$ cat config.mk
export PLATFORM = sky130hd
export DESIGN_NAME = csa_arbiter
export DESIGN_NICKNAME = d
export VERILOG_FILES = /design/src/rtl/csa_arbiter.sv
export SDC_FILE = /design/constraint.sdc
export NUM_CORES = 1
export LEC_CHECK = 0
export CELL_PAD_IN_SITES_DETAIL_PLACEMENT = 1
export CELL_PAD_IN_SITES_GLOBAL_PLACEMENT = 1
export CORE_AREA = 2 2 396 398
export CTS_CLUSTER_SIZE = 10
export DETAILED_ROUTE_END_ITERATION = 10
export DIE_AREA = 0 0 398 400
export HOLD_SLACK_MARGIN = 0.03
export PLACE_DENSITY_LB_ADDON = 0.3
export REMOVE_ABC_BUFFERS = 1
export SYNTH_ARGS = -nofsm -noshare
export SYNTH_HDL_FRONTEND = slang
export SYNTH_SLANG_ARGS = --single-unit
$ cat constraint.sdc
create_clock -name clock -period 5.3 [get_ports clock]
set_clock_uncertainty 0.05 [all_clocks]
set_input_delay 1.06 -clock clock [delete_from_list [all_inputs] [get_ports clock]]
set_output_delay 1.06 -clock clock [all_outputs]
set_load 0.01 [all_outputs]
$ cat src/rtl/csa_arbiter.sv
// csa_arbiter: round-robin front end that shares one external W-bit adder
// among N requesters. Each requester owns a one-deep result register and a
// stored carry, so it can chain multi-word additions across grants.
module csa_arbiter #(
  parameter int W = 64,
  parameter int N = 4
) (
  input  logic           clock,
  input  logic           reset,
  input  logic [N-1:0]   req_valid,
  output logic [N-1:0]   req_ready,
  input  logic [N*W-1:0] req_a,
  input  logic [N*W-1:0] req_b,
  input  logic [N-1:0]   req_cin,
  input  logic [N-1:0]   req_chain,
  output logic [N-1:0]   rsp_valid,
  input  logic [N-1:0]   rsp_ready,
  output logic [N*W-1:0] rsp_s,
  output logic [N-1:0]   rsp_cout,
  output logic [W-1:0]   a,
  output logic [W-1:0]   b,
  output logic           carry_in,
  input  logic [W-1:0]   s,
  input  logic           carry_out,
  output logic [31:0]    grant_count
);

  localparam int IW = (N > 1) ? $clog2(N) : 1;

  // Result registers, stored carries and arbitration state.
  logic [N-1:0]   vld_p1;
  logic [N*W-1:0] rsp_s_p1;
  logic [N-1:0]   rsp_cout_p1;
  logic [N-1:0]   carry_p1;
  logic [31:0]    grant_cnt_p1;
  logic [IW-1:0]  last_grant_p1;

  // Grant decision for the current cycle.
  logic [N-1:0]   eligible;
  logic [IW:0]    pick;
  logic           grant_vld;
  logic [IW-1:0]  grant_idx;

  // Round-robin search: scan from last+1 around to last; the nearest
  // eligible index wins. Returns {found, index}.
  function automatic logic [IW:0] rr_pick(input logic [N-1:0]  elig,
                                          input logic [IW-1:0] last);
    logic [IW:0] res;
    int          idx;
    res = '0;
    // Walk the distances from far to near so the nearest hit is written last.
    for (int k = N; k >= 1; k--) begin
      idx = (int'(last) + k) % N;
      if (elig[idx]) res = {1'b1, IW'(idx)};
    end
    return res;
  endfunction

  // ---- stage 0: eligibility, arbitration and shared adder operand mux ----
  always_comb begin
    eligible  = req_valid & (~vld_p1 | rsp_ready);
    pick      = rr_pick(eligible, last_grant_p1);
    grant_vld = pick[IW] & ~reset;
    grant_idx = pick[IW-1:0];
    req_ready = '0;
    a         = '0;
    b         = '0;
    carry_in  = 1'b0;
    if (grant_vld) begin
      req_ready[grant_idx] = 1'b1;
      a        = req_a[grant_idx*W +: W];
      b        = req_b[grant_idx*W +: W];
      carry_in = req_chain[grant_idx] ? carry_p1[grant_idx] : req_cin[grant_idx];
    end
  end

  // ---- stage 1: capture adder result for the granted requester ----
  always_ff @(posedge clock) begin
    if (reset) begin
      vld_p1        <= '0;
      rsp_s_p1      <= '0;
      rsp_cout_p1   <= '0;
      carry_p1      <= '0;
      grant_cnt_p1  <= '0;
      last_grant_p1 <= IW'(N - 1);
    end else begin
      for (int i = 0; i < N; i++) begin
        if (grant_vld && (grant_idx == IW'(i))) begin
          vld_p1[i]            <= 1'b1;
          rsp_s_p1[i*W +: W]   <= s;
          rsp_cout_p1[i]       <= carry_out;
          carry_p1[i]          <= carry_out;
        end else if (rsp_ready[i]) begin
          vld_p1[i] <= 1'b0;
        end
      end
      if (grant_vld) begin
        grant_cnt_p1  <= grant_cnt_p1 + 32'd1;
        last_grant_p1 <= grant_idx;
      end
    end
  end

  assign rsp_valid   = vld_p1;
  assign rsp_s       = rsp_s_p1;
  assign rsp_cout    = rsp_cout_p1;
  assign grant_count = grant_cnt_p1;

endmodule

==> flow_summary.rst, run 1 <==
.. list-table::
   :header-rows: 1

   * - Metric
     - Value
   * - Worst max-slew margin expressed relative to the limit
     - 36.0%
   * - I/O Buffers
     - 1023
   * - Startpoint of the most critical hold path
     - rsp_s[93]
   * - Count of final hold-check violations
     - 0
   * - Power density of the placed cells
     - between 200 and 300 mW/mm²
   * - Row cnt
     - 145
   * - Area share of xor/xnor cells in the synthesized design
     - 1.55%
   * - Io pins
     - 1024
   * - Worst hold-check slack
     - 0.401 ns
   * - Filler cell count in the final layout
     - 18100
   * - Type of element capturing the critical path
     - output port
   * - Min-delay worst type
     - reg2reg
   * - Final GP Congestion
     - 0.883
   * - Hold-fix buffer count after cts
     - 0
   * - Area of the mapped netlist
     - 0.0147 mm²
   * - Number of flip-flops and latches in the synthesized netlist
     - 298
   * - Endpoint arrival time on the critical path
     - approximately 4 ns
   * - Final WL
     - approximately 110000 µm
   * - Net Sw Power
     - 2.67 mW
   * - Count of clock tree sinks
     - 298
   * - Critical R2R Launch
     - rsp_valid[3]
   * - Clock network power share
     - 32.9%
   * - Destination of the worst hold path
     - rsp_s[93]
   * - Most frequently used flop master after synthesis
     - sky130_fd_sc_hd__dfxtp_1
   * - Via count of the first global-routing pass
     - around 18000
   * - Sequential Power Share
     - 30.6%
   * - Chip Height
     - 400 µm
   * - H-tree levels
     - 2
   * - Warnings, synthesis
     - 0
   * - Adder-cell area share of the yosys netlist
     - 0.0851%
   * - Proportion of layout cells with a drive suffix above 1
     - 8.59%
   * - Initial standard-cell utilization of the core
     - 9.48%
   * - Area of the core
     - ~0.16 mm²
   * - Number of standard cells after synthesis
     - approximately 1700
   * - Top post-synthesis cells by area
     - sky130_fd_sc_hd__dfxtp_1 (41%), sky130_fd_sc_hd__mux2i_1 (18%), sky130_fd_sc_hd__nor2_1 (4.2%)
   * - Bufs on Longest Clock Path
     - 3
   * - Fin crit period
     - 5.17 ns
   * - Antenna violations before repair
     - between 40 and 50
   * - Ys async rst share
     - 0%
   * - Die boundary width
     - slightly below 400 µm
   * - Max VDD drop
     - roughly 0.2 mV
   * - Setup TNS Final
     - 0 ns
   * - R2R Setup Slk
     - 1.79 ns
   * - Synthesized area per cell
     - 8.68 µm²
   * - Synthesis-to-finish area growth
     - 98.1%
   * - Clk pin slew, worst setup/hold paths
     - 0.04 ns
   * - Area fraction in compound gates after synthesis
     - roughly 17%
   * - EDFF count, synth
     - 0
   * - Final cell count without fillers
     - around 4800
   * - Combinational family with the most area after synthesis
     - multiplexers
   * - Distinct cell type count after synthesis
     - 48
   * - Simple-gate share of the synthesized area
     - 14.8%
   * - Yosys top cell area share
     - between 40% and 50%
   * - Type of the worst setup path
     - in2out
   * - Share of the clock period used by the worst path after layout
     - 97.6%
   * - Placed cell count
     - 4707
   * - Sequential share of the synthesized area
     - 40.6%
   * - Vias/cell
     - about 3.6
   * - Total of endpoints with negative setup slack in the final report
     - 0
   * - Highest net fanout along the worst path
     - 47
   * - Starting DRT DRC Count
     - 687
   * - Transition time of the tightest slew-check pin
     - 0.960 ns
   * - Overall die area
     - 0.159 mm²
   * - Final-report max-slew violation count
     - 0
   * - Global-route wire length before repair
     - 151000 µm
   * - Leakage dissipation
     - approximately 11 nW
   * - Number of routed nets with antenna violations
     - 0
   * - Reg2Reg Depth
     - 11
   * - TritonCTS clock tree
     - built
   * - Outcome
     - completed
   * - Total CTS buffers
     - 41
   * - Placement Cell Area
     - about 0.028 mm²
   * - Pin count of the biggest net entering global routing
     - 75
   * - Number of detailed-routing iterations run before antenna repair
     - 5
   * - Cell internal pwr
     - 5.58 mW
   * - Endpoint of the worst register-to-register path
     - rsp_s[105]
   * - Launching element type of the critical path
     - input port
   * - Proportion of total power due to net switching
     - 32.4%
   * - Global route overflow
     - 0
   * - Vias post-DR
     - roughly 17000
   * - Combinational Power Share
     - between 30% and 40%
   * - Synth area leader
     - sky130_fd_sc_hd__dfxtp_1
   * - Setup repair after global routing missed its margin
     - no
   * - Final routed wire length divided by cell count
     - 23.7 µm
   * - Clk_lat worst skew
     - 0.59 ns
   * - Estimated wirelength of the detail-placed design
     - about 90000 µm
   * - DRC violation count after routing
     - 0
   * - Required time of the critical path
     - 4.19 ns
   * - Total track usage
     - 13.5%
   * - Fmax
     - 0.193 GHz
   * - Count of buffers added by post-CTS timing repair for setup
     - 0
   * - Number of nets in the layout
     - 3288
   * - Post-route design area
     - between 0.02 and 0.03 mm²
   * - Mux contribution to synthesized area
     - between 10% and 20%
   * - Total of max-cap violations
     - 0
   * - Clock root cell
     - sky130_fd_sc_hd__clkbuf_16
   * - Min-Delay Path Depth
     - 2
[area by class of cell]
cell class	instances	area, µm²	share of cell area (%)
repair buffers	1108	11100	38.2
flip-flops and latches	298	5970	20.5
clock inverters	11	120	0.413
diodes	9	22.5	0.0774
multi-input cells	1166	7860	27.0
clock buffers	52	1150	3.94
inverters	77	302	1.04
well taps	2058	2570	8.85
[logic make-up after synthesis]
family | count (synthesis)
AND/OR/NAND/NOR | 498
AO/OA/AOI/OAI | 362
flip-flops | 298
multiplexers | 279
buffers and inverters | 229
XOR/XNOR | 26
adder cells (fa/ha/maj) | 1
[worst max-delay path, stage by stage]
cell and delay, ns:
sky130_fd_sc_hd__clkdlybuf4s50_1 0.50, sky130_fd_sc_hd__nand2b_2 0.25, sky130_fd_sc_hd__a22oi_1 0.16, sky130_fd_sc_hd__a211o_1 0.31
sky130_fd_sc_hd__or3_2 0.49, sky130_fd_sc_hd__buf_12 0.20, sky130_fd_sc_hd__nor2_1 0.16, sky130_fd_sc_hd__a221o_1 0.22
sky130_fd_sc_hd__clkdlybuf4s50_1 0.65
[repair_timing]
item,in CTS,in global routing
setup endpoints to repair,31,6
gates resized for setup,7,4
pin swaps,0,1
[stage by stage]
stage | power (mW) | setup WS, ns | utilization [%]
2_1_floorplan | 3.87 | -5.67 | -
3_3_place_gp | 5.62 | -0.474 | 17.9
3_5_place_dp | 5.62 | -0.477 | 17.9
4_1_cts | 8.45 | 0.00474 | 18.7
5_1_grt | 8.68 | 0.00376 | 18.8
6_report | 8.25 | 0.126 | 18.8
[power groups by stage]
stage / Clock, mW / Sequential (mW) / Combinational, mW
finish: 2.72 / 2.52 / 3.01
global route: 2.93 / 2.54 / 3.21
CTS: 2.85 / 2.52 / 3.08
detailed placement: 0 / 2.57 / 3.06
global placement: 0 / 2.56 / 3.06
floorplan: 0 / 2.64 / 1.23
[layout by cell type, fill, tap and decap left out, types with 20 or more instances in the layout]
cell / instances
sky130_fd_sc_hd__a21oi_1: 74
sky130_fd_sc_hd__a221o_1: 46
sky130_fd_sc_hd__a31o_1: 28
sky130_fd_sc_hd__a31o_2: 38
sky130_fd_sc_hd__buf_12: 20
sky130_fd_sc_hd__buf_4: 71
sky130_fd_sc_hd__clkbuf_16: 41
sky130_fd_sc_hd__clkdlybuf4s50_1: 1016
sky130_fd_sc_hd__dfxtp_1: 298
sky130_fd_sc_hd__inv_1: 74
sky130_fd_sc_hd__mux2_2: 20
sky130_fd_sc_hd__mux2i_1: 256
sky130_fd_sc_hd__nand2_1: 146
sky130_fd_sc_hd__nand3_1: 75
sky130_fd_sc_hd__nor2_1: 163
sky130_fd_sc_hd__nor3_1: 75
sky130_fd_sc_hd__o21ai_1: 65
sky130_fd_sc_hd__o22ai_1: 63
sky130_fd_sc_hd__xnor2_1: 20
[cells in the mapped netlist, types with 3 or more instances]
master / number
sky130_fd_sc_hd__xnor2_1: 20
sky130_fd_sc_hd__o21ai_0: 9
sky130_fd_sc_hd__clkbuf_1: 77
sky130_fd_sc_hd__a31o_1: 28
sky130_fd_sc_hd__nor4_1: 7
sky130_fd_sc_hd__nand3_1: 75
sky130_fd_sc_hd__buf_2: 54
sky130_fd_sc_hd__inv_1: 75
sky130_fd_sc_hd__or3_1: 7
sky130_fd_sc_hd__o22ai_1: 63
sky130_fd_sc_hd__mux2_2: 20
sky130_fd_sc_hd__mux2i_1: 259
sky130_fd_sc_hd__nor2_1: 163
sky130_fd_sc_hd__nor3_1: 75
sky130_fd_sc_hd__a31o_2: 38
sky130_fd_sc_hd__a221o_1: 46
sky130_fd_sc_hd__nand2b_1: 4
sky130_fd_sc_hd__a21oi_1: 74
sky130_fd_sc_hd__a211oi_1: 21
sky130_fd_sc_hd__buf_6: 7
sky130_fd_sc_hd__o21ai_1: 65
sky130_fd_sc_hd__buf_1: 10
sky130_fd_sc_hd__buf_4: 4
sky130_fd_sc_hd__nand4_1: 7
sky130_fd_sc_hd__a22o_1: 3
sky130_fd_sc_hd__xor2_1: 6
sky130_fd_sc_hd__dfxtp_1: 298
sky130_fd_sc_hd__nand2_1: 147
sky130_fd_sc_hd__and3_1: 3
[worst max-delay path by stage]
stage | from | endpoint | slack [ns] | cells after the start
after CTS | rsp_ready[0] | a[22] | 0.005 | 11
after floorplan | rsp_ready[2] | a[12] | -5.67 | 7
final | rsp_ready[0] | b[22] | 0.13 | 9
after detailed placement | rsp_ready[0] | carry_in | -0.48 | 12
after global placement | rsp_ready[0] | carry_in | -0.47 | 12
after global routing | rsp_ready[0] | b[35] | 0.004 | 10
[flip-flops by register name, summed over array words and instances (netlist names)]
register       cells
rsp_s            256
grant_count       32
rsp_cout           3
rsp_valid          4
last_grant_p1      2
carry_p1           1
[metal layers]
metal / up-vias / wire length, µm / global-route usage (%)
li1: 8049 / - / -
met1: 8277 / 49700 / 17.1
met2: 597 / 49400 / 21.1
met3: 143 / 11200 / 5.75
met4: 40 / 2640 / 3.27
met5: - / 236 / 0
Note: power is estimated with default switching activity, not from simulation.
==> run 2: changes to the inputs <==
Settings changed: SLEW_MARGIN set to 10.
==> results of run 2 <==
The final DEF is identical to that of run 1; final timing and power are the same.
==> run 3: changes to the inputs <==
Settings changed: CAP_MARGIN set to 20, HOLD_SLACK_MARGIN 0.03 to unset.
==> results of run 3 <==
The final DEF is identical to that of run 1; final timing and power are the same.
